[config.mk]
export PLATFORM = sky130hd
export DESIGN_NAME = mic1_mem_ctrl
export DESIGN_NICKNAME = d
export VERILOG_FILES = /design/src/rtl/mic1_mem_ctrl.sv
export SDC_FILE = /design/constraint.sdc
export NUM_CORES = 1
export LEC_CHECK = 0
export CORE_AREA = 2 2 136 98
export DETAILED_ROUTE_END_ITERATION = 7
export DIE_AREA = 0 0 138 100
export MAX_ROUTING_LAYER = met4
export PLACE_DENSITY = 0.93
export SLEW_MARGIN = 20
export SYNTH_ARGS = -nofsm -noshare
export SYNTH_HDL_FRONTEND = slang
export SYNTH_SLANG_ARGS = --single-unit
[constraint.sdc]
create_clock -name clk -period 3.5 [get_ports clk]
set_input_delay 0.875 -clock clk [delete_from_list [all_inputs] [get_ports clk]]
set_output_delay 0.875 -clock clk [all_outputs]
set_load 0.05 [all_outputs]
[src/rtl/mic1_mem_ctrl.sv]
// mic1_mem_ctrl: memory-port controller for the Mic-1 datapath.
// Turns the MIR memory field (WRITE/READ/FETCH) into transactions on one
// main-memory port. It keeps a DATA slot and a FETCH slot, allows one
// outstanding transaction at a time, and stalls the microsequencer whenever
// the two-cycle memory contract cannot be met.
// Optional feature: define MIC1_FETCH_BUF_EN to add a one-word fetch buffer.
module mic1_mem_ctrl #(
    parameter int unsigned FETCH_FIRST = 0
) (
    input  logic        clk,
    input  logic        reset,
    input  logic        issue_i,
    input  logic [2:0]  mem_ctrl_i,
    input  logic [31:0] mar_i,
    input  logic [31:0] mdr_i,
    input  logic [31:0] pc_i,
    output logic        stall_o,
    output logic        mdr_load_o,
    output logic [31:0] mdr_data_o,
    output logic        mbr_load_o,
    output logic [7:0]  mbr_data_o,
    output logic        mem_req_o,
    output logic        mem_we_o,
    output logic [31:0] mem_addr_o,
    output logic [31:0] mem_wdata_o,
    input  logic        mem_ready_i,
    input  logic [31:0] mem_rdata_i,
    output logic        err_o
);

    typedef enum logic [0:0] {StIdle, StBusy} state_e;

    state_e      state_q, state_d;

    logic        data_vld_q;
    logic        data_we_q;
    logic [29:0] data_addr_q;
    logic [31:0] data_wdata_q;
    logic        fetch_vld_q;
    logic [31:0] fetch_addr_q;
    logic        sel_fetch_q;
    logic        lock_q;
    logic        err_q;

    logic        sel_fetch;
    logic        complete;
    logic        data_done;
    logic        fetch_done;
    logic        do_issue;
    logic        iss_wr;
    logic        iss_data;
    logic        iss_fetch;
    logic        fetch_to_mem;
    logic        any_fill;
    logic        unused_mar;

    // Upper MAR bits fall off the word-to-byte address shift.
    assign unused_mar = ^mar_i[31:30];

    // Big-endian byte lane: lane 0 is the most significant byte.
    function automatic logic [7:0] sel_byte(input logic [31:0] w, input logic [1:0] lane);
        logic [7:0] b;
        case (lane)
            2'd0:    b = w[31:24];
            2'd1:    b = w[23:16];
            2'd2:    b = w[15:8];
            default: b = w[7:0];
        endcase
        return b;
    endfunction

    // WRITE dominates READ when both are set; the READ is dropped.
    assign do_issue  = issue_i & ~stall_o;
    assign iss_wr    = mem_ctrl_i[2];
    assign iss_data  = mem_ctrl_i[2] | mem_ctrl_i[1];
    assign iss_fetch = mem_ctrl_i[0];
    assign any_fill  = do_issue & (iss_data | fetch_to_mem);

    // Arbitration, completion and stall; the grant is frozen while a request waits.
    always_comb begin
        sel_fetch = 1'b0;
        complete  = 1'b0;
        if (lock_q) begin
            sel_fetch = sel_fetch_q;
        end else if (data_vld_q && fetch_vld_q) begin
            sel_fetch = (FETCH_FIRST != 0);
        end else begin
            sel_fetch = fetch_vld_q;
        end
        complete   = (state_q == StBusy) && mem_ready_i;
        data_done  = complete && !sel_fetch;
        fetch_done = complete && sel_fetch;
        stall_o    = (data_vld_q && !data_done) || (fetch_vld_q && !fetch_done);
    end

    // FSM next state and request valid.
    always_comb begin
        state_d   = state_q;
        mem_req_o = 1'b0;
        unique case (state_q)
            StIdle: begin
                if (any_fill) begin
                    state_d = StBusy;
                end
            end
            StBusy: begin
                mem_req_o = 1'b1;
                if (complete) begin
                    state_d = (stall_o || any_fill) ? StBusy : StIdle;
                end
            end
            default: state_d = StIdle;
        endcase
    end

    // FSM state register.
    always_ff @(posedge clk) begin
        if (reset) begin
            state_q <= StIdle;
        end else begin
            state_q <= state_d;
        end
    end

    // Slot fill/clear, grant freeze and sticky error flag.
    always_ff @(posedge clk) begin
        if (reset) begin
            data_vld_q   <= 1'b0;
            data_we_q    <= 1'b0;
            data_addr_q  <= '0;
            data_wdata_q <= '0;
            fetch_vld_q  <= 1'b0;
            fetch_addr_q <= '0;
            sel_fetch_q  <= 1'b0;
            lock_q       <= 1'b0;
            err_q        <= 1'b0;
        end else begin
            if (do_issue && iss_data) begin
                data_vld_q   <= 1'b1;
                data_we_q    <= iss_wr;
                data_addr_q  <= mar_i[29:0];
                data_wdata_q <= mdr_i;
            end else if (data_done) begin
                data_vld_q <= 1'b0;
            end
            if (do_issue && fetch_to_mem) begin
                fetch_vld_q  <= 1'b1;
                fetch_addr_q <= pc_i;
            end else if (fetch_done) begin
                fetch_vld_q <= 1'b0;
            end
            sel_fetch_q <= sel_fetch;
            lock_q      <= mem_req_o && !mem_ready_i;
            if (do_issue && mem_ctrl_i[2] && mem_ctrl_i[1]) begin
                err_q <= 1'b1;
            end
        end
    end

    // Memory port and MDR return; idle outputs are forced to zero.
    always_comb begin
        mem_we_o    = mem_req_o && !sel_fetch && data_we_q;
        mem_addr_o  = '0;
        mem_wdata_o = '0;
        if (mem_req_o) begin
            mem_addr_o = sel_fetch ? {fetch_addr_q[31:2], 2'b00} : {data_addr_q, 2'b00};
        end
        if (mem_we_o) begin
            mem_wdata_o = data_wdata_q;
        end
        mdr_load_o = data_done && !data_we_q;
        mdr_data_o = mdr_load_o ? mem_rdata_i : 32'd0;
    end

    assign err_o = err_q;

`ifdef MIC1_FETCH_BUF_EN
    logic        buf_vld_q, buf_vld_d;
    logic [29:0] buf_tag_q, buf_tag_d;
    logic [31:0] buf_data_q, buf_data_d;
    logic        hit_q;
    logic [7:0]  hit_byte_q;
    logic        fetch_hit;

    // Buffer contents after this edge: fill on fetch return, drop on write to the tag.
    always_comb begin
        buf_vld_d  = buf_vld_q;
        buf_tag_d  = buf_tag_q;
        buf_data_d = buf_data_q;
        if (fetch_done) begin
            buf_vld_d  = 1'b1;
            buf_tag_d  = fetch_addr_q[31:2];
            buf_data_d = mem_rdata_i;
        end else if (data_done && data_we_q && (data_addr_q == buf_tag_q)) begin
            buf_vld_d = 1'b0;
        end
    end

    // A write issued alongside to the same word forces the fetch to memory.
    assign fetch_hit    = buf_vld_d && (buf_tag_d == pc_i[31:2]) &&
                          !(iss_wr && (mar_i[29:0] == pc_i[31:2]));
    assign fetch_to_mem = iss_fetch && !fetch_hit;

    // Buffer registers and the one-cycle hit return.
    always_ff @(posedge clk) begin
        if (reset) begin
            buf_vld_q  <= 1'b0;
            buf_tag_q  <= '0;
            buf_data_q <= '0;
            hit_q      <= 1'b0;
            hit_byte_q <= '0;
        end else begin
            buf_vld_q  <= buf_vld_d;
            buf_tag_q  <= buf_tag_d;
            buf_data_q <= buf_data_d;
            hit_q      <= do_issue && iss_fetch && fetch_hit;
            hit_byte_q <= sel_byte(buf_data_d, pc_i[1:0]);
        end
    end

    // MBR return from memory or from a buffer hit.
    always_comb begin
        mbr_load_o = fetch_done || hit_q;
        mbr_data_o = 8'd0;
        if (fetch_done) begin
            mbr_data_o = sel_byte(mem_rdata_i, fetch_addr_q[1:0]);
        end else if (hit_q) begin
            mbr_data_o = hit_byte_q;
        end
    end
`else
    assign fetch_to_mem = iss_fetch;

    // MBR return from memory.
    always_comb begin
        mbr_load_o = fetch_done;
        mbr_data_o = fetch_done ? sel_byte(mem_rdata_i, fetch_addr_q[1:0]) : 8'd0;
    end
`endif

endmodule

==> flow_summary.json, run 1 <==
{
  "outcome": "complete, no violations",
  "final_core_util_pct": 75.4,
  "cap_viol_max_count": 0,
  "cts_resized": 0,
  "overflow": 0,
  "p_leak_nw": 3.56,
  "wire_per_inst_um": 16.5,
  "fin_cells": 1031,
  "worstSetupEndpointType": "primary output",
  "clk_pin_slew_ns": 0.06,
  "ys_seq_area_share_pct": 35.1,
  "die_w_um": 138,
  "dieArea_mm2": 0.0138,
  "initial_core_util_pct": 45.4,
  "r2r_setup_slack_ns": 1.41,
  "grt_usage_pct": 25.3,
  "post_cts_buffers": 0,
  "setup_viol": 0,
  "tritoncts": "yes",
  "fin_crit_ns": 3.34,
  "clock_latency_ns": 0.34,
  "place_congestion": 0.890,
  "htreeDepth": 3,
  "io_pins": 245,
  "syn_inst": 646,
  "synthToLayoutAreaGrowth_pct": 66.2,
  "antenna_cells": 0,
  "clock-sinks": 101,
  "fin_skew_ns": 0.00826,
  "drt_pass1_iterations": 5,
  "io_buffers": 240,
  "rsz0062_at_grt": "no",
  "layout_common_cells": "nand2b_1 (188), clkdlybuf4s50_1 (133), buf_12 (109)",
  "min_path_type": "reg2reg",
  "wl_um": 17100,
  "drt_iter0_markers": 281,
  "path_class": "in2out",
  "final_common_cell": "nand2b_1",
  "synth_cell_types": 32,
  "synth.avg_cell_area_um2": 8.92,
  "antenna_found_initial": 0,
  "syn-cell-area_mm2": 0.00576,
  "ys_seq_elements": 101,
  "worst_pin_slew_ns": 0.887,
  "arrival_ns": 2.47,
  "critPathRequiredTime_ns": 2.62,
  "drv_slew": 0,
  "via_per_inst": 4.93,
  "core_area_mm2": 0.0127,
  "finalCritPeriodShare_pct": 95.4,
  "hold_viol": 0,
  "cts_buffers": 9,
  "fmaxAchievable_mhz": 299,
  "relSlewSlack_pct": 40.7,
  "layout.nets": 995,
  "clk_path_buf_depth": 2,
  "grt_max_degree": 106,
  "place_inst": 1015,
  "peakVddDrop_mv": 0.241,
  "crit_fanout": 10,
  "layout-drive-gt1-share_pct": 17.2,
  "first_global_vias": 5352,
  "grt_pass1_wl_um": 27200,
  "hpwl_um": 13000,
  "route.detailed.drc": 0,
  "root_buffer": "clkbuf_16",
  "antenna_left": 0,
  "fin_setup_tns_ns": 0,
  "yosys_warnings": 0,
  "vias": 5079,
  "pwr_density_cell_mw_per_mm2": 315,
  "rows": 35,
  "critPathLaunchType": "input pin",
  "hold_buffers": 0,
  "chipHeight_um": 100
}
==> cell usage after synthesis <==
master | count | area [um2]
or2_1 | 1 | 6.26
nor2_1 | 3 | 11.3
conb_1 | 1 | 3.75
a21oi_1 | 4 | 20.0
dfxtp_1 | 101 | 2020
nor3_1 | 1 | 5.00
o31ai_1 | 1 | 7.51
clkbuf_1 | 30 | 113
mux2i_1 | 94 | 941
inv_1 | 1 | 3.75
nand2b_1 | 188 | 1180
buf_6 | 9 | 101
and3_1 | 1 | 6.26
or3_1 | 3 | 18.8
nand2_2 | 1 | 6.26
o21ai_0 | 4 | 20.0
buf_2 | 9 | 45.0
a21boi_0 | 30 | 225
nand4_1 | 2 | 12.5
o21a_2 | 1 | 8.76
nand2_1 | 66 | 248
nor3b_1 | 1 | 7.51
nor3_4 | 2 | 32.5
mux4_2 | 8 | 180
buf_4 | 3 | 22.5
and2_1 | 67 | 419
o2bb2ai_1 | 1 | 8.76
nor3b_2 | 1 | 12.5
nand3_1 | 1 | 5.00
a41oi_1 | 1 | 8.76
nor2b_1 | 9 | 56.3
o21bai_1 | 1 | 7.51
==> cell families after synthesis <==
kind of cell | Yosys count | share of synthesized area, %
compound gates | 43 | 5.32
mux | 102 | 19.5
flops | 101 | 35.1
buf+inv | 52 | 4.95
simple gates | 347 | 35.1
other cells | 1 | 0.0651
==> through the flow <==
step                      power, W  area (um2)  setup WS (ns)  hold WS, ns
after floorplan            0.00174        5770          0.451        0.444
after global placement     0.00208        9300          0.176        0.454
after detailed placement   0.00210        9300          0.175        0.456
after CTS                  0.00304        9570          0.151        0.471
after global routing       0.00315        9570         0.0616        0.491
final                      0.00302        9570          0.159        0.468
==> report_power, final <==
group / internal, W / switching [W] / total [W]
sequential: 0.00123 / 0.0000563 / 0.00129
combinational: 0.000421 / 0.000367 / 0.000789
clock: 0.000507 / 0.000434 / 0.000941
==> final timing paths <==
path | to | start | cells past startpoint
worst max-delay path | mbr_data_o[2] | mem_ready_i | 5
worst max register to register | data_wdata_q[28]$_SDFFE_PP0P_ | state_q$_SDFF_PP0_ | 5
worst min-delay path | data_wdata_q[6]$_SDFFE_PP0P_ | data_wdata_q[6]$_SDFFE_PP0P_ | 2
worst min register to register | data_wdata_q[6]$_SDFFE_PP0P_ | data_wdata_q[6]$_SDFFE_PP0P_ | 2
==> critical path: stages <==
cell and delay (ns):
clkdlybuf4s50_1 0.56, nand2_1 0.09, o21bai_1 0.41, nor2b_1 0.34, buf_12 0.18
==> final cells by class <==
class,instances,area (um2)
clock inverters,4,32.5
fillers,862,3130
well taps,166,208
clock buffers,12,246
flip-flops and latches,101,2020
repair buffers,253,3600
inverters,1,3.75
multi-input cells,494,3470
==> sequential cells by signal, summed over array words and instances (netlist names) <==
signal and flops:
data_addr_q 30, data_vld_q 1, data_wdata_q 32, data_we_q 1, err_o 1, fetch_addr_q 32, fetch_vld_q 1, lock_q 1
sel_fetch_q 1, state_q 1
==> routing by layer <==
layer / vias to the layer above / wire (um) / share of wire (%) / GRT usage (%)
li1: 2516 / - / - / -
met1: 2384 / 7380 / 43 / 30.3
met2: 167 / 8210 / 48 / 42.5
met3: 12 / 1340 / 7.8 / 8.21
met4: 0 / 135 / 0.79 / 4.79
met5: - / 0 / 0 / -
Note: power is estimated with default switching activity, not from simulation.
==> run 2: changes to the inputs <==
--- a/config.mk
+++ b/config.mk
@@ -10,6 +10,7 @@
 export DIE_AREA = 0 0 138 100
 export MAX_ROUTING_LAYER = met4
 export PLACE_DENSITY = 0.93
+export SETUP_SLACK_MARGIN = 0.15
 export SLEW_MARGIN = 20
 export SYNTH_ARGS = -nofsm -noshare
 export SYNTH_HDL_FRONTEND = slang
==> flow_summary.json, run 2 (synthesized netlist as in run 1, its figures left out) <==
{
  "hold_end": "data_wdata_q[6]$_SDFFE_PP0P_",
  "place_congestion": 0.890,
  "antenna_cells": 0,
  "worstSetupEndpointType": "primary output",
  "wire_per_inst_um": 16.8,
  "power_frac_seq_pct": 42.6,
  "p_leak_nw": 3.57,
  "timing.rr.end": "data_wdata_q[28]$_SDFFE_PP0P_",
  "hold_depth": 2,
  "switching_power_w": 0.000864,
  "rows": 35,
  "outcome": "complete, no violations",
  "hold_buffers": 0,
  "grt_pass1_wl_um": 27200,
  "reg_top3": "data_wdata_q: 32 flops, fetch_addr_q: 32 flops, data_addr_q: 30 flops",
  "fin_skew_ns": 0.00853,
  "met3_wirelength_um": 1290,
  "clk_path_buf_depth": 2,
  "initial_core_util_pct": 45.4,
  "setup_viol": 0,
  "first_global_vias": 5352,
  "fin_setup_tns_ns": 0,
  "route.detailed.drc": 0,
  "min_path_type": "reg2reg",
  "switching_share_pct": 28.5,
  "chipHeight_um": 100,
  "layout-drive-gt1-share_pct": 17.4,
  "hp-start": "data_wdata_q[6]$_SDFFE_PP0P_",
  "relSlewSlack_pct": 61.2,
  "rsz0062_at_grt": "no",
  "clkPwrFrac_pct": 31.2,
  "top_layer": "met4",
  "fin_crit_ns": 3.06,
  "core_area_mm2": 0.0127,
  "pwr_density_cell_mw_per_mm2": 315,
  "hpwl_um": 13000,
  "clk_pin_slew_ns": 0.07,
  "cap_viol_max_count": 0,
  "antenna_found_initial": 0,
  "place_inst": 1015,
  "p_comb_share_pct": 26.2,
  "drt-met1-wl_um": 7520,
  "antenna_left": 0,
  "clock-sinks": 101,
  "vias": 5120,
  "path_class": "in2out",
  "htreeDepth": 3,
  "root_buffer": "clkbuf_16",
  "wl_um": 17300,
  "synthToLayoutAreaGrowth_pct": 66.7,
  "overflow": 0,
  "r2r-start": "state_q$_SDFF_PP0_",
  "final_common_cell": "nand2b_1",
  "r2r_setup_slack_ns": 1.42,
  "io_buffers": 240,
  "drt_iter0_markers": 271,
  "fin_cells": 1032,
  "cts_buffers": 9,
  "final_core_util_pct": 75.6,
  "arrival_ns": 2.18,
  "via_per_inst": 4.96,
  "finalCritPeriodShare_pct": 87.4,
  "drv_slew": 0,
  "drt_pass1_iterations": 5,
  "layout_common_cells": "nand2b_1 (188), clkdlybuf4s50_1 (132), buf_12 (109)",
  "critPathLaunchType": "input pin",
  "worst_pin_slew_ns": 0.581,
  "critPathRequiredTime_ns": 2.62,
  "intPower_w": 0.00217,
  "die_w_um": 138,
  "dieArea_mm2": 0.0138,
  "startpoint": "mem_rdata_i[1]",
  "io_pins": 245,
  "peakVddDrop_mv": 0.241,
  "hold_viol": 0,
  "clock_latency_ns": 0.34,
  "layout.nets": 996,
  "tritoncts": "yes",
  "fmaxAchievable_mhz": 327,
  "nFillCells": 852,
  "grt_max_degree": 106,
  "grt_usage_pct": 25.3,
  "crit_fanout": 2,
  "worst-r2r-cell-count": 5,
  "wl_met2_um": 8380
}
==> run 2: cell count changes in the layout (fill, tap and decap cells not counted), sizes merged <==
cell           before  now
clkbuf             12   13
dlymetal6s2s        0    1
clkdlybuf4s50     133  132
==> run 2: critical path: stages <==
cell and delay, ns:
clkdlybuf4s50_1 0.47, mux4_2 0.49, nor2b_1 0.17, buf_12 0.18
==> run 2: timing repair <==
item | 4_1_cts | 5_1_grt
buffers inserted | 0 | 0
setup endpoints to repair | 0 | 12
resized for setup | 0 | 2
==> run 2: area by class of cell <==
cell class	instances	area [um2]	share of cell area, %
timing repair buffer	254	3620	37.7
multi-input combinational	494	3470	36.1
sequential	101	2020	21.0
clock buffer	12	246	2.57
tap	166	208	2.16
clock inverter	4	32.5	0.339
inverter	1	3.75	0.0391
==> run 2: routing by layer <==
layer	global-route usage, %	up-vias
met4	4.79	0
met2	42.5	172
met5	-	-
met3	8.21	12
li1	-	2516
met1	30.3	2420
==> run 2: metrics by stage <==
stage               setup slack [ns]  cell area (um2)  hold slack, ns  power (W)
floorplan                      0.451             5770           0.444    0.00174
global placement               0.176             9300           0.454    0.00208
detailed placement             0.175             9300           0.456    0.00210
CTS                            0.151             9570           0.471    0.00304
global route                   0.323             9610           0.491    0.00316
finish                         0.441             9610           0.469    0.00303
==> run 2: power groups by stage <==
stage | Combinational [W] | Clock (W) | Sequential, W
3_5_place_dp | 0.000789 | 0 | 0.00132
6_report | 0.000794 | 0.000945 | 0.00129
4_1_cts | 0.000791 | 0.000962 | 0.00129
5_1_grt | 0.000843 | 0.00101 | 0.00130
3_3_place_gp | 0.000771 | 0 | 0.00131
2_1_floorplan | 0.000445 | 0 | 0.00130
==> run 2: worst max path at each step <==
stage	depth (start not counted)	to
3_3_place_gp	5	mbr_data_o[2]
5_1_grt	6	mdr_data_o[11]
6_report	4	mbr_data_o[1]
3_5_place_dp	5	mbr_data_o[0]
4_1_cts	5	mbr_data_o[0]
2_1_floorplan	6	mem_addr_o[10]
==> RTL edit 1: new RTL, config.mk and constraints of run 2 <==
`FETCH_FIRST`: 0 -> 1.
--- a/src/rtl/mic1_mem_ctrl.sv
+++ b/src/rtl/mic1_mem_ctrl.sv
@@ -7,3 +7,3 @@
 module mic1_mem_ctrl #(
-    parameter int unsigned FETCH_FIRST = 0
+    parameter int unsigned FETCH_FIRST = 1
 ) (
Function: changed (Yosys sat finds a counterexample within 4 cycles, from zero or initial values and one cycle with reset high).
==> RTL edit 1 against run 2 <==
Maximum frequency is 5.9% lower; final area decreased by 3.5%; worst setup slack got worse by 190 ps; synthesized area rose by 0.22%; wire length is 9.0% lower; sequential cell count did not move; total power down 0.76%; core utilization fell by 2.6 points; critical path type unchanged; critical endpoint is now mdr_data_o[10]; largest cell class is now multi-input gates.
==> RTL edit 1: results <==
synthesis:
  yosysSeqAreaShare: 0.3502
  ys_types: 34
  async_flop_share: 0
  avgSynthCellArea_um2: 8.966
  synthTopCellsByArea: "dfxtp_1 (35%), nand2b_1 (20%), mux2i_1 (16%)"
  synthTopCellsByCount: "nand2b_1 (188), dfxtp_1 (101), mux2i_1 (95)"
  ys_warn_count: 0
critical_path:
  r2r_setup_slack_ps: 1640
  crit_arrival_ps: 2380
  regToRegEndpoint: "data_wdata_q[30]$_SDFFE_PP0P_"
  ff2ff_path_depth: 6
  cp_max_fo: 33
  r2r-start: "state_q$_SDFF_PP0_"
detailed_routing:
  wl_mm: 15.77
  vias_per_cell: 4.860
  drt_iter0_markers: 212
  dr.pass1.iters: 4
  wl_per_cell_um: 15.31
clock_tree:
  clock_path_buffers: 2
  root_buffer: "clkbuf_16"
  clk_pin_slew_ps: 70
  cts_setup_buffers: 0
  htree_levels: 3
  cts_made_buffers: 9
place:
  dp_slack_ps: 171.5
  hpwlAfterDp_mm: 11.95
  port_buffers: 240
  post-place-cells: 1014
  gp_congestion: 0.8004
global_routing:
  grt_util_all_layers: 0.2350
  grt_pass1_vias: 5034
  antenna_found_initial: 0
  grt_pass1_wl_mm: 25.52
  grt_max_degree: 100
finish:
  layout-drive-gt1-share: 0.1481
  fillers: 900
  antennaDiodeCount: 0
  nNetsFinal: 994
  largestRegisters: "data_wdata_q (32), fetch_addr_q (32), data_addr_q (30)"
min_path:
  hold_path_startpoint: "data_wdata_q[10]$_SDFFE_PP0P_"
  hold_end: "data_wdata_q[10]$_SDFFE_PP0P_"
sta:
  tightest_slew_ps: 555.3
  clock_skew_ps: 8.429
power:
  peakVddDrop_mv: 0.2289
  power.leakage_nw: 3.546
status:
  status: "finished, final reports clean"
## RTL edit 1: repair_timing
action	CTS	global route
endpoints found under the setup margin	24	8
hold buffers	0	0
resized for setup	24	1
## RTL edit 1: kinds of logic after synthesis
| family | share of synthesized area |
|---|---|
| AO/OA/AOI/OAI | 0.05287 |
| buffers and inverters | 0.05114 |
| flip-flops | 0.3502 |
| multiplexers | 0.1978 |
| other | 0.0006494 |
| AND/OR/NAND/NOR | 0.3474 |
## RTL edit 1: power by group
part	leakage, nW	switching, mW	total [mW]	internal (mW)
Combinational	2.58	0.361	0.765	0.403
Clock	0.136	0.461	0.959	0.497
Sequential	0.826	0.0491	1.28	1.23
## RTL edit 1: metal layers
metal / track usage / vias to the layer above / share of wire
met4: 0.05730 / 0 / 0.014
met1: 0.2755 / 2303 / 0.42
met3: 0.05391 / 18 / 0.067
met2: 0.4139 / 172 / 0.49
li1: - / 2513 / -
met5: - / - / 0
## RTL edit 1: worst max path at each step
| stage | cells past startpoint | slack [ps] | start | to |
|---|---|---|---|---|
| after floorplan | 3 | 400 | state_q$_SDFF_PP0_ | mem_addr_o[10] |
| after global placement | 4 | 170 | mem_ready_i | mbr_data_o[0] |
| after detailed placement | 4 | 170 | mem_ready_i | mbr_data_o[7] |
| after CTS | 4 | 160 | mem_ready_i | mbr_data_o[7] |
| after global routing | 5 | 130 | mem_ready_i | mdr_data_o[10] |
| final | 5 | 250 | mem_ready_i | mdr_data_o[10] |
## RTL edit 1: area by class of cell
| cell class | instances | area share |
|---|---|---|
| repair buffers | 254 | 0.3528 |
| clock inverters | 6 | 0.005803 |
| clock buffers | 10 | 0.02470 |
| well taps | 166 | 0.02240 |
| inverters | 1 | 0.0004049 |
| multi-input cells | 492 | 0.3758 |
| flip-flops and latches | 101 | 0.2181 |
## RTL edit 1: worst max-delay path: stages
cell and delay, ps:
clkdlybuf4s50_1 610, and4b_1 250, buf_4 260, and2_1 220, buf_12 150
## RTL edit 1: per-stage QoR
stage                     total power [mW]  cell area [um2]  utilization  hold WS, ps
after detailed placement             2.083             9014       0.7098        459.3
after global routing                 3.137             9271       0.7300        487.2
after global placement               2.065             9014       0.7098        455.5
after floorplan                      1.748             5778            -        444.1
after CTS                            3.037             9266       0.7297        473.6
final                                3.006             9271       0.7300        469.6
==> RTL edit 2: new RTL, settings of run 2 <==
Made on the original files. Put one more register stage on the output `err_o`, cleared by the reset. The value now appears one clock later. The other outputs are not delayed to match.
--- a/src/rtl/mic1_mem_ctrl.sv
+++ b/src/rtl/mic1_mem_ctrl.sv
@@ -174,3 +174,9 @@
 
-    assign err_o = err_q;
+    always_ff @(posedge clk) begin
+        if (reset) begin
+            err_o <= '0;
+        end else begin
+            err_o <= err_q;
+        end
+    end
 
Check against the original RTL: not equivalent (Yosys sat finds a counterexample within 4 cycles, from zero or initial values and one cycle with reset high).
==> RTL edit 2 against run 2 <==
Sequential cell count rose by 1; clock skew is essentially flat; final area up 0.46%; wire length rose by 0.86%; worst setup slack lost 190 ps; synthesized area rose by 0.43%; total power up 3.6%.
==> RTL edit 2: results <==
finish:
  fin_area_um2: 9649
  multi_input_area_share: 0.3596
  antennaDiodeCount: 1
  clock_area_frac: 0.03164
  layout-drive-gt1-share: 0.1772
  fillers: 804
  nNonClkBuffers: 256
  n_clock_buffer: 10
  nonClkBufAreaFrac: 0.3750
  nNetsFinal: 999
  register_area_um2: 2042
detailed_routing:
  wl_per_cell_um: 16.88
  drt_iter0_markers: 250
  wl_mm: 17.49
  dr.pass1.iters: 4
  dr_wl_met3_um: 913
  met2RoutedLength_mm: 8.546
  vias_per_cell: 4.946
  wl_met1_mm: 7.779
sta:
  relSlewSlack: 0.4577
  clock_skew_ps: 8.940
power:
  peakVddDrop_mv: 0.2828
  swShare: 0.2858
  pwr-share-comb: 0.255
global_routing:
  grtUsageMet3: 0.06011
  grt_util_all_layers: 0.2611
  grt_pass1_wl_mm: 27.97
  grtUsageMet2: 0.4436
  antenna_found_initial: 1
  grt_pass1_vias: 5263
  grt_max_degree: 85
critical_path:
  cp_max_fo: 33
  crit_slowest_cell: "clkdlybuf4s50_1"
  cp_slowest_stage_delay_ps: 510
synthesis:
  syn-cell-area_um2: 5787
  synth_compound_gate_area_share: 0.05276
  synthMuxAreaShare: 0.1937
  synthTopCellsByArea: "dfxtp_1 (35%), nand2b_1 (20%), mux2i_1 (16%)"
  yosysSeqAreaShare: 0.3529
  syn_inst: 648
  ys_types: 32
status:
  status: "finished, final reports clean"
place:
  hpwlAfterDp_mm: 12.89
  gp_congestion: 0.8534
RTL edit 2: cells by family after synthesis:
logic type / after synthesis
AO/OA/AOI/OAI: 43
buffers and inverters: 53
flip-flops: 102
multiplexers: 102
other: 1
AND/OR/NAND/NOR: 347
RTL edit 2: path summary, 6_finish.rpt:
path	depth (start not counted)	slack, ps	end	startpoint
worst min-delay path	2	470	fetch_addr_q[19]$_SDFFE_PP0P_	fetch_addr_q[19]$_SDFFE_PP0P_
worst max register to register	5	1430	data_addr_q[29]$_SDFFE_PP0P_	state_q$_SDFF_PP0_
worst min register to register	2	470	fetch_addr_q[19]$_SDFFE_PP0P_	fetch_addr_q[19]$_SDFFE_PP0P_
worst max-delay path	7	250	mdr_data_o[11]	mem_ready_i
RTL edit 2: timing repair:
| action | CTS | global route |
|---|---|---|
| buffers inserted | 0 | 0 |
| setup endpoints to repair | 0 | 1 |
| gates resized for setup | 0 | 1 |
